**src/rtl/muldiv_seq.sv**
```systemverilog
// Multi-cycle MULT/MULTU/DIV/DIVU sequencer feeding the HILO full-write port.
// Shift-add multiply, restoring divide, sign fixup at the end; fixed latency.
module muldiv_seq #(
  parameter int ITER = 32
) (
  input  logic        clk,
  input  logic        resetn,
  input  logic        start,
  input  logic [1:0]  op,
  input  logic [31:0] src_a,
  input  logic [31:0] src_b,
  input  logic        flush,
  output logic        stall,
  output logic        busy,
  output logic        done,
  output logic [1:0]  hilo_mode,
  output logic [31:0] res_hi,
  output logic [31:0] res_lo
);

  typedef enum logic [2:0] {
    S_IDLE,
    S_PREP,
    S_CALC,
    S_FIX,
    S_DONE
  } state_e;

  state_e      state_q, state_d;
  logic [1:0]  op_q, op_d;
  logic [31:0] a_q, a_d;
  logic [31:0] b_q, b_d;
  logic [31:0] ma_q, ma_d;
  logic [63:0] acc_q, acc_d;
  logic [4:0]  cnt_q, cnt_d;
  logic        nq_q, nq_d;
  logic        nr_q, nr_d;
  logic        dz_q, dz_d;
  logic [31:0] res_hi_q, res_hi_d;
  logic [31:0] res_lo_q, res_lo_d;

  logic        is_div;
  logic        sgn;
  logic [31:0] mag_a;
  logic [31:0] mag_b;
  logic [32:0] mul_sum;
  logic [63:0] mul_next;
  logic        div_ge;
  logic [31:0] div_sub;
  logic [63:0] div_next;
  logic [63:0] prod_fix;
  logic [31:0] quo_fix;
  logic [31:0] rem_fix;

  assign is_div = op_q[1];
  assign sgn    = ~op_q[0];

  assign mag_a = (sgn && a_q[31]) ? -a_q : a_q;
  assign mag_b = (sgn && b_q[31]) ? -b_q : b_q;

  // One multiply step: conditionally add the multiplicand, shift right.
  assign mul_sum  = {1'b0, acc_q[63:32]}
                  + {1'b0, (acc_q[0] ? ma_q : 32'd0)};
  assign mul_next = {mul_sum, acc_q[31:1]};

  // One restoring-divide step on the shifted {rem,quo} pair.
  assign div_ge   = acc_q[63:31] >= {1'b0, b_q};
  assign div_sub  = acc_q[62:31] - b_q;
  assign div_next = div_ge ? {div_sub, acc_q[30:0], 1'b1}
                           : {acc_q[62:0], 1'b0};

  assign prod_fix = nq_q ? -acc_q : acc_q;
  assign quo_fix  = nq_q ? -acc_q[31:0] : acc_q[31:0];
  assign rem_fix  = nr_q ? -acc_q[63:32] : acc_q[63:32];

  // State register and datapath registers.
  always_ff @(posedge clk) begin
    if (!resetn) begin
      state_q  <= S_IDLE;
      op_q     <= 2'b00;
      a_q      <= 32'd0;
      b_q      <= 32'd0;
      ma_q     <= 32'd0;
      acc_q    <= 64'd0;
      cnt_q    <= 5'd0;
      nq_q     <= 1'b0;
      nr_q     <= 1'b0;
      dz_q     <= 1'b0;
      res_hi_q <= 32'd0;
      res_lo_q <= 32'd0;
    end else begin
      state_q  <= state_d;
      op_q     <= op_d;
      a_q      <= a_d;
      b_q      <= b_d;
      ma_q     <= ma_d;
      acc_q    <= acc_d;
      cnt_q    <= cnt_d;
      nq_q     <= nq_d;
      nr_q     <= nr_d;
      dz_q     <= dz_d;
      res_hi_q <= res_hi_d;
      res_lo_q <= res_lo_d;
    end
  end

  // Next-state and datapath update; flush overrides every busy state.
  always_comb begin
    state_d  = state_q;
    op_d     = op_q;
    a_d      = a_q;
    b_d      = b_q;
    ma_d     = ma_q;
    acc_d    = acc_q;
    cnt_d    = cnt_q;
    nq_d     = nq_q;
    nr_d     = nr_q;
    dz_d     = dz_q;
    res_hi_d = res_hi_q;
    res_lo_d = res_lo_q;
    unique case (state_q)
      S_IDLE: begin
        if (start && !flush) begin
          state_d = S_PREP;
          op_d    = op;
          a_d     = src_a;
          b_d     = src_b;
        end
      end
      S_PREP: begin
        ma_d    = mag_a;
        b_d     = mag_b;
        nq_d    = sgn & (a_q[31] ^ b_q[31]);
        nr_d    = sgn & a_q[31];
        dz_d    = is_div & (b_q == 32'd0);
        acc_d   = is_div ? {32'd0, mag_a} : {32'd0, mag_b};
        cnt_d   = 5'd0;
        state_d = S_CALC;
      end
      S_CALC: begin
        acc_d = is_div ? div_next : mul_next;
        cnt_d = cnt_q + 5'd1;
        if (cnt_q == 5'(ITER - 1)) begin
          state_d = S_FIX;
        end
      end
      S_FIX: begin
        if (!is_div) begin
          res_hi_d = prod_fix[63:32];
          res_lo_d = prod_fix[31:0];
        end else if (dz_q) begin
          res_hi_d = a_q;
          res_lo_d = 32'hFFFF_FFFF;
        end else begin
          res_hi_d = rem_fix;
          res_lo_d = quo_fix;
        end
        state_d = S_DONE;
      end
      S_DONE: begin
        state_d = S_IDLE;
      end
      default: begin
        state_d = S_IDLE;
      end
    endcase
    if (flush && state_q != S_IDLE) begin
      state_d  = S_IDLE;
      res_hi_d = res_hi_q;
      res_lo_d = res_lo_q;
    end
  end

  assign busy      = (state_q == S_PREP) || (state_q == S_CALC)
                  || (state_q == S_FIX);
  assign done      = (state_q == S_DONE);
  assign hilo_mode = {done, done};
  assign stall     = start | busy;
  assign res_hi    = res_hi_q;
  assign res_lo    = res_lo_q;

endmodule

```
**config.mk**
```make
export PLATFORM = sky130hd
export DESIGN_NAME = muldiv_seq
export DESIGN_NICKNAME = d
export VERILOG_FILES = /design/src/rtl/muldiv_seq.sv
export SDC_FILE = /design/constraint.sdc
export NUM_CORES = 1
export LEC_CHECK = 0
export CAP_MARGIN = 20
export CELL_PAD_IN_SITES_DETAIL_PLACEMENT = 1
export CELL_PAD_IN_SITES_GLOBAL_PLACEMENT = 2
export CORE_MARGIN = 2
export CORE_UTILIZATION = 35
export CTS_BUF_LIST = sky130_fd_sc_hd__clkbuf_16
export DETAILED_ROUTE_END_ITERATION = 8
export PLACE_DENSITY_LB_ADDON = 0.1
export SLEW_MARGIN = 25
export SYNTH_ARGS = -nofsm -noshare
export SYNTH_HDL_FRONTEND = slang
export SYNTH_SLANG_ARGS = --single-unit
```
**constraint.sdc**
```tcl
create_clock -name clk -period 3.4 [get_ports clk]
set_input_delay 0.85 -clock clk [delete_from_list [all_inputs] [get_ports clk]]
set_output_delay 0.85 -clock clk [all_outputs]
set_load 0.005 [all_outputs]
```
==> out/metrics.cfg, run 1 <==
[place]
place_hpwl_mm=60.5
place_area_um2=20300
port_buffers=138
dp.cells=3125
gp_congestion=0.922

[routing]
drtIter0Drc=1367
antenna_left=0
drc=0
viasPerCell=5.79
wl_per_cell_um=24.5
via_count=18400
drt-pass1-iter-count=5
wirelength_mm=77.9

[timing]
timing.fmax_ghz=0.304
fin_skew_ps=23.5
finalSetupTns_ps=0
setup_viol=0
rsz0062_at_grt=yes
finalCriticalPeriod_ps=3290
tightest_slew_ps=936
post-route-period-util=0.968
final_hold_viol_count=0
slew_headroom=0.376
drv_slew=0

[synth]
netlist_area_um2=17400
synth_top_area_frac=0.273
yosysSeqAreaShare=0.273
yosysWarnings=0
syn_inst=2344
yosysTopAreaCell=dfxtp_1
synthTopCellsByCount=306 x nand2_1, 237 x dfxtp_1, 226 x a21oi_1
synth_cell_types=84
syn_avg_cell_area_um2=7.41
async_reset_ff_frac=0
yosysMostFrequentCell=nand2_1
synth_edf_count=0
synth_area_leaders=dfxtp_1 27%, nand2_1 6.6%, a21oi_1 6.5%
synth_seq_cells=237
ys.flop_type=dfxtp_1
synth_nets=2486

[clock_tree]
clk_pin_slew_ps=60
cts_buffers=30
cts.sinks=237
cts_root_buf=clkbuf_16
ctsHoldBuffers=0
htreeDepth=1
ctsLongestPathBuffers=3
cts_tree=done
clock_latency_ps=600

[floorplanning]
die_y_um=227
chipWidth_um=227
boundaryPins=139
core.rowCount=81
die_area_um2=51400
coreArea_um2=49000
start_util=0.355

[critical_path]
startpoint_type=flip-flop
worstPathMaxFanout=9
setup.worst_path.start=acc_q[33]$_SDFFE_PN0N_
cp.required_ps=3870
crit_type=reg2reg
cp-end-kind=flip-flop
arrival_ps=3760
r2r_start=acc_q[33]$_SDFFE_PN0N_

[layout]
design_area_um2=21300
drive_above_1_share=0.110
diodes=0
syn_to_final_growth_pct=22.9
stdcell_count=3180
layout.nets=2640
utilization=0.436

[power]
finalPower_uw=7810
ir_drop_mv=0.474
power_density_nw_per_um2=366
p_leak_uw=0.00829

[grt]
gr-total-overflow=0
grt_pass1_wl_mm=115
grt_pass1_vias=18300
antenna_found_initial=1
grt_usage=0.298
grt_max_degree=134

[run_status]
status=finished clean

[job]
drv_cap=0

[min_path]
hp-class=reg2reg
hp-start=res_hi[22]$_SDFFE_PN0P_

==> critical path: stages (launching register included) <==
cell and delay, ps:
dfxtp_1 340, inv_1 220, ha_1 230, or3b_2 530
nor3_1 320, buf_4 200, nand4_1 90, buf_4 190
nor2_1 130, a21oi_1 100, xor2_1 170, a221oi_1 340
o21ai_0 160, o211a_1 150
==> where the power goes <==
group          total, uW  switching, uW  leakage [uW]  internal, uW
Clock               2910           1330      0.000446          1580
Combinational       1940           1220       0.00592           726
Sequential          2960            103       0.00192          2860
Total               7810           2650       0.00829          5170
==> per-stage QoR <==
step | worst slack (ps) | hold WS [ps]
final | 107 | 458
after global routing | -0.707 | 482
after floorplan | 278 | 432
after global placement | 95.5 | 439
after detailed placement | -19.3 | 445
after CTS | 25.4 | 457
==> layout make-up <==
type | instances | area, um2
multi-input combinational | 1857 | 11800
timing repair buffer | 313 | 2880
clock buffer | 30 | 751
sequential | 237 | 4750
clock inverter | 20 | 104
fill | 5962 | 27600
tap | 664 | 831
inverter | 59 | 224
==> cell families after synthesis <==
| family | after synthesis | share of synthesized area |
|---|---|---|
| buffers and inverters | 250 | 0.0560 |
| AO/OA/AOI/OAI | 728 | 0.267 |
| AND/OR/NAND/NOR | 791 | 0.212 |
| multiplexers | 68 | 0.0395 |
| flip-flops | 237 | 0.273 |
| XOR/XNOR | 198 | 0.0999 |
| adder cells (fa/ha/maj) | 72 | 0.0527 |
==> metal layers <==
metal	vias up	routed length (um)	GRT usage
met1	9147	35300	0.401
li1	8680	-	-
met3	95	3950	0.0415
met2	494	36100	0.493
met5	-	7	0
met4	2	2490	0.0851
==> cell usage in the layout (no fill, tap or decap), types with 35 or more instances in the layout <==
cell             synthesis  routed
o211ai_1                53      53
a21oi_1                226     223
nor2_1                 214     212
buf_4                    2     161
nand2_1                306     306
dfxtp_1                237     233
clkdlybuf4s50_1          0     137
a21o_1                  36      36
a211oi_1                44      42
o21ai_0                166     162
xnor2_1                109     109
ha_1                    70      65
and2_1                  40      40
mux2i_1                 64      63
nand3_1                 44      44
nor3_1                  37      35
xor2_1                  89      89
inv_1                   57      62
==> state kept, by name (all words and copies together), names as in the netlist, 3 cells and up <==
signal,count
acc_q,64
a_q,32
ma_q,32
b_q,32
cnt_q,5
res_hi,32
state_q,3
res_lo,32
==> worst paths after layout <==
| check | end | slack, ps | cells after the start |
|---|---|---|---|
| hold / removal | res_hi[22]$_SDFFE_PN0P_ | 460 | 2 |
| setup / recovery | res_hi[28]$_SDFFE_PN0P_ | 110 | 13 |
| setup reg to reg | res_hi[28]$_SDFFE_PN0P_ | 110 | 13 |
| hold reg to reg | res_hi[22]$_SDFFE_PN0P_ | 460 | 2 |
==> timing repair <==
item,4_1_cts,5_1_grt
pin swaps,2,6
cloned,0,3
gates resized for setup,2,31
endpoints found under the setup margin,2,36
setup buffers,0,2
(Power assumes the default switching activity.)
==> run 2, diff against run 1 <==
--- a/config.mk
+++ b/config.mk
@@ -9,8 +9,7 @@
 export CELL_PAD_IN_SITES_DETAIL_PLACEMENT = 1
 export CELL_PAD_IN_SITES_GLOBAL_PLACEMENT = 2
 export CORE_MARGIN = 2
-export CORE_UTILIZATION = 35
-export CTS_BUF_LIST = sky130_fd_sc_hd__clkbuf_16
+export CORE_UTILIZATION = 25
 export DETAILED_ROUTE_END_ITERATION = 8
 export PLACE_DENSITY_LB_ADDON = 0.1
 export SLEW_MARGIN = 25
==> out/metrics.cfg, run 2 (synthesis gave the netlist of run 1 again) <==
[run_status]
status=finished clean

[timing]
fin_skew_ps=22.1
rsz0062_at_grt=no
tightest_slew_ps=822
worst_hold_slack_ps=455
slew_headroom=0.450
final_hold_viol_count=0
timing.fmax_ghz=0.297
setup_viol=0
finalCriticalPeriod_ps=3370
finalSetupTns_ps=0
drv_slew=0
post-route-period-util=0.991

[clock_tree]
cts.sinks=237
clk_pin_slew_ps=60
htreeDepth=2
ctsLongestPathBuffers=3
cts_root_buf=clkbuf_16
clock_latency_ps=570
cts_buffers=35
cts_tree=done

[routing]
viasPerCell=5.24
wirelength_mm=85.7
drc=0
drt-pass1-iter-count=5
wl_per_cell_um=24.5
drtIter0Drc=1031
via_count=18300
antenna_left=0

[power]
clkPwrFrac=0.437
ir_drop_mv=0.282
power_density_nw_per_um2=396
power.switching_uw=2880
power.share.combinational=0.227
internal-power_uw=5930
p_seq_frac=0.336
p_leak_uw=0.00861
finalPower_uw=8810
switching_share=0.327

[job]
drv_cap=0

[min_path]
hp-class=reg2reg
worstHoldEndpoint=ma_q[5]$_SDFFE_PN0P_
min_path_cells=2
hp-start=ma_q[5]$_SDFFE_PN0P_

[critical_path]
r2r_start=acc_q[32]$_SDFFE_PN0N_
arrival_ps=3820
worstPathMaxFanout=6
crit_type=reg2reg
startpoint_type=flip-flop
ff2ff_path_depth=11
regToRegEndpoint=res_hi[23]$_SDFFE_PN0P_
cp-end-kind=flip-flop
cp.required_ps=3850
r2r_slack_ps=30

[floorplanning]
coreArea_um2=68700
core.rowCount=96
die_area_um2=71600
chipWidth_um=268
start_util=0.253
boundaryPins=139
die_y_um=268

[grt]
grt_pass1_vias=18600
gr-total-overflow=0
grt_pass1_wl_mm=126
antenna_found_initial=0
grt_max_degree=99
grt_usage=0.237

[layout]
largest_register_ffs=64
layout_common_cells=306 x nand2_1, 231 x dfxtp_1, 223 x a21oi_1
stdcell_count=3500
regMostFlops=acc_q
diodes=0
layout.nets=2687
syn_to_final_growth_pct=28.2
final_common_cell=nand2_1
utilization=0.324
drive_above_1_share=0.131

[place]
port_buffers=138
gp_congestion=0.881
place_hpwl_mm=67.2
dp.cells=3438

-- run 2: cell types whose count changed in the layout (fill, tap and decap cells not counted), sizes merged --
cell / previous run / this run
bufinv: 0 / 4
clkbuf: 33 / 45
clkinv: 9 / 11
inv: 69 / 59
buf: 173 / 218
-- run 2: per-stage QoR --
step,cell area (um2),setup WS [ps]
after floorplan,17400,278
after global placement,21000,-273
after detailed placement,21000,-233
after CTS,22200,43.4
after global routing,22300,2.81
final,22300,31.8
-- run 2: repair_timing --
item,in CTS,in global routing
setup endpoints to repair,3,23
resized for setup,4,25
pin swaps,1,5
hold buffers,0,0
setup buffers,0,1
-- run 2: power groups by stage --
stage / registers (uW) / logic [uW] / clock network (uW)
after floorplan: 2970 / 1080 / 0
after global placement: 3010 / 1980 / 0
after detailed placement: 3020 / 1980 / 0
after CTS: 2960 / 1990 / 3950
after global routing: 2970 / 2160 / 4060
final: 2960 / 2000 / 3850
-- run 2: how the worst max path moves through the flow --
stage	cells after the start	from	endpoint
floorplan	13	acc_q[0]$_SDFFE_PN0N_	acc_q[61]$_SDFFE_PN0N_
global placement	14	acc_q[0]$_SDFFE_PN0N_	acc_q[56]$_SDFFE_PN0N_
detailed placement	14	acc_q[0]$_SDFFE_PN0N_	acc_q[56]$_SDFFE_PN0N_
CTS	14	acc_q[0]$_SDFFE_PN0N_	acc_q[56]$_SDFFE_PN0N_
global route	11	b_q[6]$_SDFFE_PN0P_	acc_q[55]$_SDFFE_PN0N_
finish	11	acc_q[32]$_SDFFE_PN0N_	res_hi[23]$_SDFFE_PN0P_
-- run 2: layer usage --
layer	up-vias	share of wire	GRT usage	wire length, um
met3	83	0.031	0.0200	2680
met4	0	0.026	0.0669	2250
met2	325	0.47	0.399	40700
met1	9145	0.47	0.323	40200
li1	8773	-	-	-
met5	-	0	0	0
-- run 2: cell type report --
| type | count | area, um2 |
|---|---|---|
| repair buffers | 355 | 3150 |
| fillers | 8313 | 46400 |
| flip-flops and latches | 237 | 4750 |
| clock buffers | 45 | 963 |
| well taps | 931 | 1160 |
| multi-input cells | 1857 | 11800 |
| inverters | 59 | 228 |
| clock inverters | 16 | 220 |
-- run 2: critical path: stages (launching register included) --
cell and delay (ps):
dfxtp_2 360, buf_4 170, nor4_1 530, buf_4 210, nand3b_1 190, or2_2 360, nand2b_1 320, or2_4 400
o31ai_4 190, xnor2_1 90, mux2i_1 340, o21ai_1 90
==> run 3, diff against run 2 <==
--- a/config.mk
+++ b/config.mk
@@ -7,9 +7,8 @@
 export LEC_CHECK = 0
 export CAP_MARGIN = 20
 export CELL_PAD_IN_SITES_DETAIL_PLACEMENT = 1
-export CELL_PAD_IN_SITES_GLOBAL_PLACEMENT = 2
-export CORE_MARGIN = 2
-export CORE_UTILIZATION = 25
+export CELL_PAD_IN_SITES_GLOBAL_PLACEMENT = 1
+export CORE_UTILIZATION = 34
 export DETAILED_ROUTE_END_ITERATION = 8
 export PLACE_DENSITY_LB_ADDON = 0.1
 export SLEW_MARGIN = 25
==> out/metrics.cfg, run 3 (synthesis gave the netlist of run 1 again) <==
[floorplanning]
die_y_um=228
start_util=0.345
chipWidth_um=228
die_area_um2=52000
core.rowCount=82
coreArea_um2=50300
boundaryPins=139

[clock_tree]
cts_buffers=29
clk_pin_slew_ps=60
htreeDepth=1
cts_root_buf=clkbuf_16
ctsLongestPathBuffers=3
ctsHoldBuffers=0
clock_latency_ps=610
cts_tree=done
cts.sinks=237

[routing]
drc=0
antenna_left=0
via_count=18200
drtIter0Drc=1329
wirelength_mm=76.5
viasPerCell=5.71
wl_per_cell_um=24.0
drt-pass1-iter-count=8

[timing]
setup_viol=0
worst_hold_slack_ps=460
drv_slew=0
fin_skew_ps=21.6
timing.fmax_ghz=0.302
post-route-period-util=0.975
tightest_slew_ps=953
finalCriticalPeriod_ps=3310
slew_headroom=0.362
final_hold_viol_count=0
rsz0062_at_grt=yes

[layout]
regMostFlops=acc_q
layout.nets=2640
final_common_cell=nand2_1
layout_common_cells=306 x nand2_1, 234 x dfxtp_1, 224 x a21oi_1
utilization=0.425
multi_input_area_um2=11800
fillers=6175
diodes=0
largest_register_ffs=64
drive_above_1_share=0.112
syn_to_final_growth_pct=23.2
regArea_um2=4750

[critical_path]
cp_slowest_cell=dfxtp_1
startpoint_type=flip-flop
cp_num_buf_inv=1
r2r_start=acc_q[34]$_SDFFE_PN0N_
cp-end-kind=flip-flop
arrival_ps=3790
cp.required_ps=3870
worstPathMaxFanout=5
slowest_delay_ps=500
setup.worst_path.start=acc_q[34]$_SDFFE_PN0N_
path_delay_family=compound AO/OA/AOI/OAI gates
worstPathCellList=ha_1 > a21o_1 > a21oi_1 > o21ai_0 > buf_4 > a211o_1 > o2111a_1 > o22a_1 > a21boi_0 > xor2_1 > a211oi_1
crit_type=reg2reg

[place]
gp_congestion=0.949
place_hpwl_mm=59.1
port_buffers=138

[power]
p_leak_uw=0.00828
power.share.combinational=0.235
switching_share=0.332
ir_drop_mv=0.287
p_seq_frac=0.365
clkPwrFrac=0.400
power.switching_uw=2690
internal-power_uw=5400
power_density_nw_per_um2=378

[grt]
grt_pass1_vias=18300
gr-total-overflow=0
grt_usage=0.286
antenna_found_initial=0
grt_max_degree=134
grt_pass1_wl_mm=115

[min_path]
hp-start=res_hi[18]$_SDFFE_PN0P_
hp-class=reg2reg

[run_status]
status=finished clean

[job]
drv_cap=0

[run 3: cell count changes in the layout (fill, tap and decap cells not counted), sizes merged]
cell / previous run / this run
bufinv: 4 / 3
clkbuf: 45 / 36
buf: 218 / 177
clkinv: 11 / 12
clkinvlp: 1 / 2
[run 3: worst paths after layout]
path | end | slack [ps] | depth (start not counted)
max | acc_q[59]$_SDFFE_PN0N_ | 90 | 11
min reg2reg | res_hi[18]$_SDFFE_PN0P_ | 460 | 2
min | res_hi[18]$_SDFFE_PN0P_ | 460 | 2
max reg2reg | acc_q[59]$_SDFFE_PN0N_ | 90 | 11
[run 3: cell type report]
class,count,area share
clock buffer,36,0.0361
tap,672,0.0393
multi-input combinational,1857,0.552
sequential,237,0.222
clock inverter,17,0.00842
timing repair buffer,314,0.132
inverter,59,0.0105
[run 3: stage by stage]
stage / worst slack (ps) / total power (uW) / area (um2) / cells / setup TNS (ps)
floorplan: 278 / 4050 / 17400 / 2344 / 0
finish: 86.6 / 8090 / 21400 / 3192 / 0
detailed placement: 69.4 / 4860 / 20300 / 3137 / 0
global placement: 143 / 4830 / 20300 / 3137 / 0
global route: -26.0 / 8390 / 21400 / 3192 / -42.7
CTS: 15.7 / 8100 / 21300 / 3190 / 0
[run 3: power by group through the flow]
stage	Clock (uW)	Sequential, uW	Combinational [uW]
floorplan	0	2970	1080
finish	3230	2950	1900
global placement	0	3010	1820
CTS	3300	2950	1850
global route	3400	2960	2030
detailed placement	0	3010	1840
[run 3: timing repair]
item | in CTS | in global routing
resized for setup | 0 | 26
endpoints found under the setup margin | 0 | 33
buffers inserted | 0 | 1
endpoints found under the hold margin | 0 | 0
[run 3: worst min-delay path: stages (launching register included)]
cell and delay [ps]:
dfxtp_1 310, nand2_1 50, a21oi_1 50
[run 3: layer usage]
layer	vias up	wire length, um	share of wire	GRT usage
met4	0	2730	0.036	0.0963
met3	109	3800	0.050	0.0331
met1	8990	34200	0.45	0.380
met2	468	35700	0.47	0.479
li1	8663	-	-	-
met5	-	0	0	0
